<file path="config.mk">
export PLATFORM = sky130hd
export DESIGN_NAME = regbank_port_sequencer
export DESIGN_NICKNAME = d
export VERILOG_FILES = /design/src/rtl/regbank_port_sequencer.sv
export SDC_FILE = /design/constraint.sdc
export NUM_CORES = 1
export LEC_CHECK = 0
export ABC_AREA = 1
export CAP_MARGIN = 0
export CORE_MARGIN = 2
export CORE_UTILIZATION = 25
export CTS_CLUSTER_DIAMETER = 200
export CTS_CLUSTER_SIZE = 8
export DETAILED_ROUTE_END_ITERATION = 10
export PLACE_DENSITY_LB_ADDON = 0.25
export SKIP_CTS_REPAIR_TIMING = 1
export SLEW_MARGIN = 40
export SYNTH_ARGS = -nofsm -noshare
export SYNTH_HDL_FRONTEND = slang
export SYNTH_SLANG_ARGS = --single-unit
</file>
<file path="constraint.sdc">
create_clock -name clk -period 5.7 [get_ports clk]
set_input_delay 0.855 -clock clk [delete_from_list [all_inputs] [get_ports clk]]
set_output_delay 0.855 -clock clk [all_outputs]
set_load 0.01 [all_outputs]
</file>
<file path="src/rtl/regbank_port_sequencer.sv">
// Serialises one decoded-instruction request (writeback, then up to two source reads)
// onto the single-ported register bank and returns the operands via valid/ready.
module regbank_port_sequencer #(
    parameter int unsigned DATA_W = 16,
    parameter int unsigned ADDR_W = 3
) (
    input  logic              clk,
    input  logic              rst,
    input  logic              req_valid,
    output logic              req_ready,
    input  logic              req_wr_en,
    input  logic [ADDR_W-1:0] req_rd,
    input  logic [DATA_W-1:0] req_wdata,
    input  logic [1:0]        req_nrd,
    input  logic [ADDR_W-1:0] req_rs1,
    input  logic [ADDR_W-1:0] req_rs2,
    output logic              rsp_valid,
    input  logic              rsp_ready,
    output logic [DATA_W-1:0] rsp_op_a,
    output logic [DATA_W-1:0] rsp_op_b,
    output logic [ADDR_W-1:0] bank_sel,
    output logic              bank_treg,
    output logic              bank_lreg,
    output logic [DATA_W-1:0] bank_din,
    input  logic [DATA_W-1:0] bank_dout
);

    typedef enum logic [2:0] {
        StIdle,
        StWrite,
        StReadA,
        StReadB,
        StResp
    } state_e;

    state_e              state_q, state_d;
    logic                wr_en_q, wr_en_d;
    logic [ADDR_W-1:0]   rd_q, rd_d;
    logic [DATA_W-1:0]   wdata_q, wdata_d;
    logic [1:0]          nrd_q, nrd_d;
    logic [ADDR_W-1:0]   rs1_q, rs1_d;
    logic [ADDR_W-1:0]   rs2_q, rs2_d;
    logic [DATA_W-1:0]   op_a_q, op_a_d;
    logic [DATA_W-1:0]   op_b_q, op_b_d;
    logic [1:0]          nrd_clamp;

    assign nrd_clamp = (req_nrd == 2'd3) ? 2'd2 : req_nrd;

    always_ff @(posedge clk or posedge rst) begin
        if (rst) begin
            state_q <= StIdle;
            wr_en_q <= 1'b0;
            rd_q    <= '0;
            wdata_q <= '0;
            nrd_q   <= 2'd0;
            rs1_q   <= '0;
            rs2_q   <= '0;
            op_a_q  <= '0;
            op_b_q  <= '0;
        end else begin
            state_q <= state_d;
            wr_en_q <= wr_en_d;
            rd_q    <= rd_d;
            wdata_q <= wdata_d;
            nrd_q   <= nrd_d;
            rs1_q   <= rs1_d;
            rs2_q   <= rs2_d;
            op_a_q  <= op_a_d;
            op_b_q  <= op_b_d;
        end
    end

    always_comb begin
        state_d = state_q;
        wr_en_d = wr_en_q;
        rd_d    = rd_q;
        wdata_d = wdata_q;
        nrd_d   = nrd_q;
        rs1_d   = rs1_q;
        rs2_d   = rs2_q;
        op_a_d  = op_a_q;
        op_b_d  = op_b_q;
        case (state_q)
            StIdle: begin
                // req_ready is only low in IDLE during reset, which holds the flops anyway
                if (req_valid) begin
                    wr_en_d = req_wr_en;
                    rd_d    = req_rd;
                    wdata_d = req_wdata;
                    nrd_d   = nrd_clamp;
                    rs1_d   = req_rs1;
                    rs2_d   = req_rs2;
                    op_a_d  = '0;
                    op_b_d  = '0;
                    if (req_wr_en) begin
                        state_d = StWrite;
                    end else if (nrd_clamp != 2'd0) begin
                        state_d = StReadA;
                    end else begin
                        state_d = StResp;
                    end
                end
            end
            StWrite: begin
                state_d = (nrd_q != 2'd0) ? StReadA : StResp;
            end
            StReadA: begin
                op_a_d  = bank_dout;
                state_d = (nrd_q == 2'd2) ? StReadB : StResp;
            end
            StReadB: begin
                op_b_d  = bank_dout;
                state_d = StResp;
            end
            StResp: begin
                if (rsp_ready) begin
                    state_d = StIdle;
                end
            end
            default: begin
                state_d = StIdle;
            end
        endcase
    end

    // Bank port is decoded from registered state only, never from req_* or rsp_ready.
    always_comb begin
        bank_sel  = '0;
        bank_treg = 1'b0;
        bank_lreg = 1'b0;
        bank_din  = '0;
        case (state_q)
            StWrite: begin
                bank_lreg = 1'b1;
                bank_sel  = rd_q;
                bank_din  = wdata_q;
            end
            StReadA: begin
                bank_treg = 1'b1;
                bank_sel  = rs1_q;
            end
            StReadB: begin
                bank_treg = 1'b1;
                bank_sel  = rs2_q;
            end
            default: begin
                bank_sel = '0;
            end
        endcase
    end

    assign req_ready = (state_q == StIdle) && !rst;
    assign rsp_valid = (state_q == StResp);
    assign rsp_op_a  = op_a_q;
    assign rsp_op_b  = op_b_q;

endmodule

</file>
Yosys cells after proc, flatten, opt, wreduce, memory -nomap -nowiden

Index checks and enable logic that the tools add are counted.

Logic and storage cells: 43
Input port bits: 48
Register bits after elaboration: 62
Output and inout bits: 55

Muxes and demuxes: 15
Reductions and logical operators: 12
Eq/ne operators: 8

Operators by type and width:

| cell                                                                     | number |
|---|---|
| 16-bit case mux with 2 select lines                                      | 2 |
| 16-bit 2-to-1 mux                                                        | 2 |
| 3-bit 2-to-1 mux                                                         | 6 |
| 3-bit case mux with 5 select lines                                       | 1 |
| 3-bit case mux with 3 select lines                                       | 1 |
| 2-bit AND reduction                                                      | 4 |
| 2-bit nonzero test                                                       | 4 |
| 3-bit by 2-bit == test with 1-bit output (second input constant)         | 2 |
| 2-bit == test (second input constant)                                    | 2 |
| 3-bit by 1-bit == test with 1-bit output (second input constant)         | 1 |
| 3-bit == test (second input constant)                                    | 1 |
| 3-bit zero test                                                          | 1 |
| 1-bit 2-to-1 mux                                                         | 2 |
| 2-bit 2-to-1 mux                                                         | 1 |
| 2-bit by 1-bit inequality test with 1-bit output (second input constant) | 1 |
| 2-bit inequality test (second input constant)                            | 1 |
| 2-bit OR reduction                                                       | 1 |
| 1-bit logical AND                                                        | 1 |
| 1-bit zero test                                                          | 1 |

Logic depth before layout (Yosys ltp)

Word-level depth: 7
Depth in mapped cells: 8
Mapped depth without buffers: 7

Worst setup path before layout

Ideal clock, no wire load.

Path kind: register to output
Start point: register state_q[1]
End point: output bank_din[10]
Path slack: 3.570 ns
Required time: 4.845 ns
Cell stages (with the launch flop): 6
Arrival time: 1.275 ns
Path buffers: 2
Cell sequence: dfrtp_1 clkbuf_2 nor3_4 inv_1 buf_2 nor2_1

Cells in the longest elaborated chain, start to end: 2

Ends and longest elaborated chain:

| what                                     | RTL line | RTL |
|---|---|---|
| from (decl)                              | 36       | `state_e state_q, state_d;` |
| from (signal assigned)                   | 51       | `state_q <= StIdle;` |
| from (signal assigned)                   | 61       | `state_q <= state_d;` |
| 3-bit by 1-bit == test with 1-bit output | 132      | `case (state_q)` |
| 16-bit 2-to-1 mux                        | 132      |  |
| to (decl)                                | 24       | `output logic [DATA_W-1:0] bank_din,` |

No other way between the ends.

Final worst setup path

Start point: register state_q[0]
End point: output bank_sel[0]

Cells in the longest elaborated chain, start to end: 2
Elaborated cells between the ends (all ways): 4
Those cells by class: eq/ne: 3; mux: 1

Ends and longest elaborated chain:

| what                                                                                                        | RTL line | RTL |
|---|---|---|
| 3-bit by 2-bit == test with 1-bit output / 3-bit by 1-bit == test with 1-bit output (equally long branches) | 132      |  |
| 3-bit case mux with 3 select lines (*)                                                                      | 132      |  |
| to (decl)                                                                                                   | 21       | `output logic [ADDR_W-1:0] bank_sel,` |

Mark *: on every way between the ends. The rest lies on a longest branch, timed or not.

==> flow_metrics.py <==
metrics = {
    "drt": {
        "drt_first_pass_iters": 4,
        "drtIter0Drc": 77,
        "drc_errors": 0,
        "top_layer": "met4",
        "wl_microns": 6850,
        "wl_per_cell_microns": 12.5,
        "m1WireLength_microns": 3060,
        "dr_total_vias": 2304,
        "ant_nets": 0,
        "wl_met2_microns": 3290,
        "met3_length_microns": 353,
        "via_per_inst": 4.19,
    },
    "global_route": {
        "grt_max_degree": 63,
        "gr-total-overflow": 0,
        "antenna_found_initial": 0,
        "grt_pass1_vias": 2223,
        "grtUsageTotal": 0.124,
        "grt_pass1_wl_microns": 10900,
    },
    "place": {
        "dp_hpwl_microns": 4770,
        "placed_area_sq_mm": 0.00379,
        "io_buffer_count": 102,
        "place_worst_setup_slack_ns": 2.91,
        "finalWeightedCongestion": 0.733,
    },
    "floorplanning": {
        "rows": 37,
        "core_area_sq_mm": 0.0104,
        "die_h_microns": 107,
        "ios": 103,
        "dieArea_sq_mm": 0.0115,
        "start_util": 0.258,
        "die_width_microns": 107,
    },
    "hold_path": {
        "holdCritPathClass": "register to register",
        "hold_path_depth": 2,
        "holdPathEnd": "rs1_q[2]",
        "hp-start": "rs1_q[2]",
    },
    "logic_synthesis": {
        "synth_largest_area_cell": "dfrtp_1",
        "async_reset_ff_frac": 1.00,
        "synthCells": 307,
        "synth.distinct_cells": 26,
        "syn_nets": 355,
        "ys_seq_elements": 62,
        "syn-cell-area_sq_mm": 0.00268,
        "synth_edf_count": 0,
        "syn_avg_cell_area_sq_um": 8.72,
        "yosys-top-cells-area": "dfrtp_1, nand2_1, o21ai_0, inv_1, nand3_1",
        "synth_top_flop_cell": "dfrtp_1",
        "yosysSeqAreaShare": 0.580,
        "synth_top_area_frac": 0.580,
        "synth_warnings": 0,
    },
    "timing": {
        "fin_tns_setup_ns": 0,
        "max_slew.worst_pin.slew_ns": 0.572,
        "clock.fmax_mhz": 329,
        "rsz0062_at_grt": "false",
        "timing.final.crit_share": 0.534,
        "hold_viol_final": 0,
        "slew_headroom": 0.619,
        "setup_violations": 0,
        "maxSlewViolCount": 0,
        "setup_ws_ns": 2.66,
        "worst_clock_skew_ns": 0.00683,
        "fin_crit_ns": 3.04,
    },
    "clocking": {
        "htreeDepth": 3,
        "cts_tree": "done",
        "insertion_delay_ns": 0.34,
        "cts_buffers": 9,
        "path_clk_slew_ns": 0.07,
        "clkSinkCount": 62,
        "cts_buffer_depth": 2,
        "cts_root_buffer": "clkbuf_8",
    },
    "layout": {
        "layout_commonest_cell": "clkdlybuf4s50_1",
        "mostFrequentLayoutCells": "clkdlybuf4s50_1, nand2_1, dfrtp_1",
        "fin_area_sq_mm": 0.00406,
        "multi_input_area_sq_um": 855,
        "area_growth_pct": 51.5,
        "regArea_sq_mm": 0.00155,
        "antennaDiodeCount": 0,
        "drive_gt1_frac": 0.0652,
        "final_nets": 457,
        "n_fill_cell": 1079,
    },
    "worst_setup_path": {
        "startpoint_type": "register",
        "path_max_fanout": 34,
        "crit_type": "register to output pin",
        "cp.arrival_ns": 2.19,
        "cp-end-kind": "output pin",
        "reg2reg_depth": 6,
        "cp.required_ns": 4.85,
        "rrSetupSlack_ns": 3.86,
        "r2r_start": "state_q[2]",
        "cp-startpoint": "state_q[0]",
        "reg2reg_to": "rsp_op_b[13]",
    },
    "power": {
        "power_leakage_nw": 1.88,
        "powerDensity_mw_per_mm2": 487,
        "vdd_drop_max_uv": 166,
    },
    "status": {
        "status": "finished, final reports clean",
    },
    "run": {
        "maxCapViolCount": 0,
    },
}
metrics by stage:
| step | hold WS (ns) | power, mW | instances | utilization |
|---|---|---|---|---|
| after floorplan | 0.442 | 1.13 | 307 | - |
| after global placement | 0.455 | 1.50 | 534 | 0.366 |
| after detailed placement | 0.459 | 1.51 | 534 | 0.366 |
| after CTS | 0.476 | 2.01 | 550 | 0.391 |
| after global routing | 0.517 | 2.13 | 550 | 0.391 |
| final | 0.474 | 1.98 | 550 | 0.391 |
area by class of cell:
class / count / share of cell area
Sequential cell: 62 / 0.383
Timing Repair Buffer: 104 / 0.256
Multi-Input combinational cell: 184 / 0.211
Inverter: 48 / 0.0450
Tap cell: 136 / 0.0420
Clock buffer: 11 / 0.0373
Clock inverter: 5 / 0.0259
how the worst max path moves through the flow:
stage,to,cells past startpoint
floorplan,nrd_q[0],1
global placement,req_ready,3
detailed placement,req_ready,3
CTS,bank_sel[0],8
global route,bank_sel[1],8
finish,bank_sel[0],8
power by group:
group | internal (mW) | leakage [nW] | switching, mW
sequential | 0.629 | 0.804 | 0.0991
combinational | 0.364 | 0.957 | 0.393
clock | 0.314 | 0.122 | 0.176
worst max-delay path: stages, from the launching register on:
cell and delay, ns:
dfrtp_1 0.43, inv_1 0.11, nor2_1 0.17, nand2_1 0.08
buf_4 0.24, inv_1 0.13, nand2_1 0.06, nand3_1 0.09
clkdlybuf4s50_1 0.54
cell usage after synthesis (2+ instances only):
cell type / number
nand4_1: 2
o21ai_0: 43
buf_4: 2
nor2_4: 2
o21ai_1: 7
buf_6: 3
buf_2: 5
clkbuf_2: 2
dfrtp_1: 62
nand3_1: 22
nor2_1: 20
inv_1: 46
nand2_1: 78
cells by family after synthesis:
family | synth area share
flip-flops | 0.580
AND/OR/NAND/NOR | 0.219
AO/OA/AOI/OAI | 0.101
buffers and inverters | 0.101
sequential cells by signal, indices dropped and copies added (netlist names):
register,cells
nrd_q,2
rd_q,3
rs1_q,3
rs2_q,3
rsp_op_a,16
rsp_op_b,16
state_q,3
wdata_q,16
metal layers:
layer / track usage / up-vias
li1: - / 1160
met1: 0.157 / 1069
met2: 0.198 / 64
met3: 0.0254 / 11
met4: 0.0632 / 0
met5: 0 / -
(Power assumes the default switching activity.)
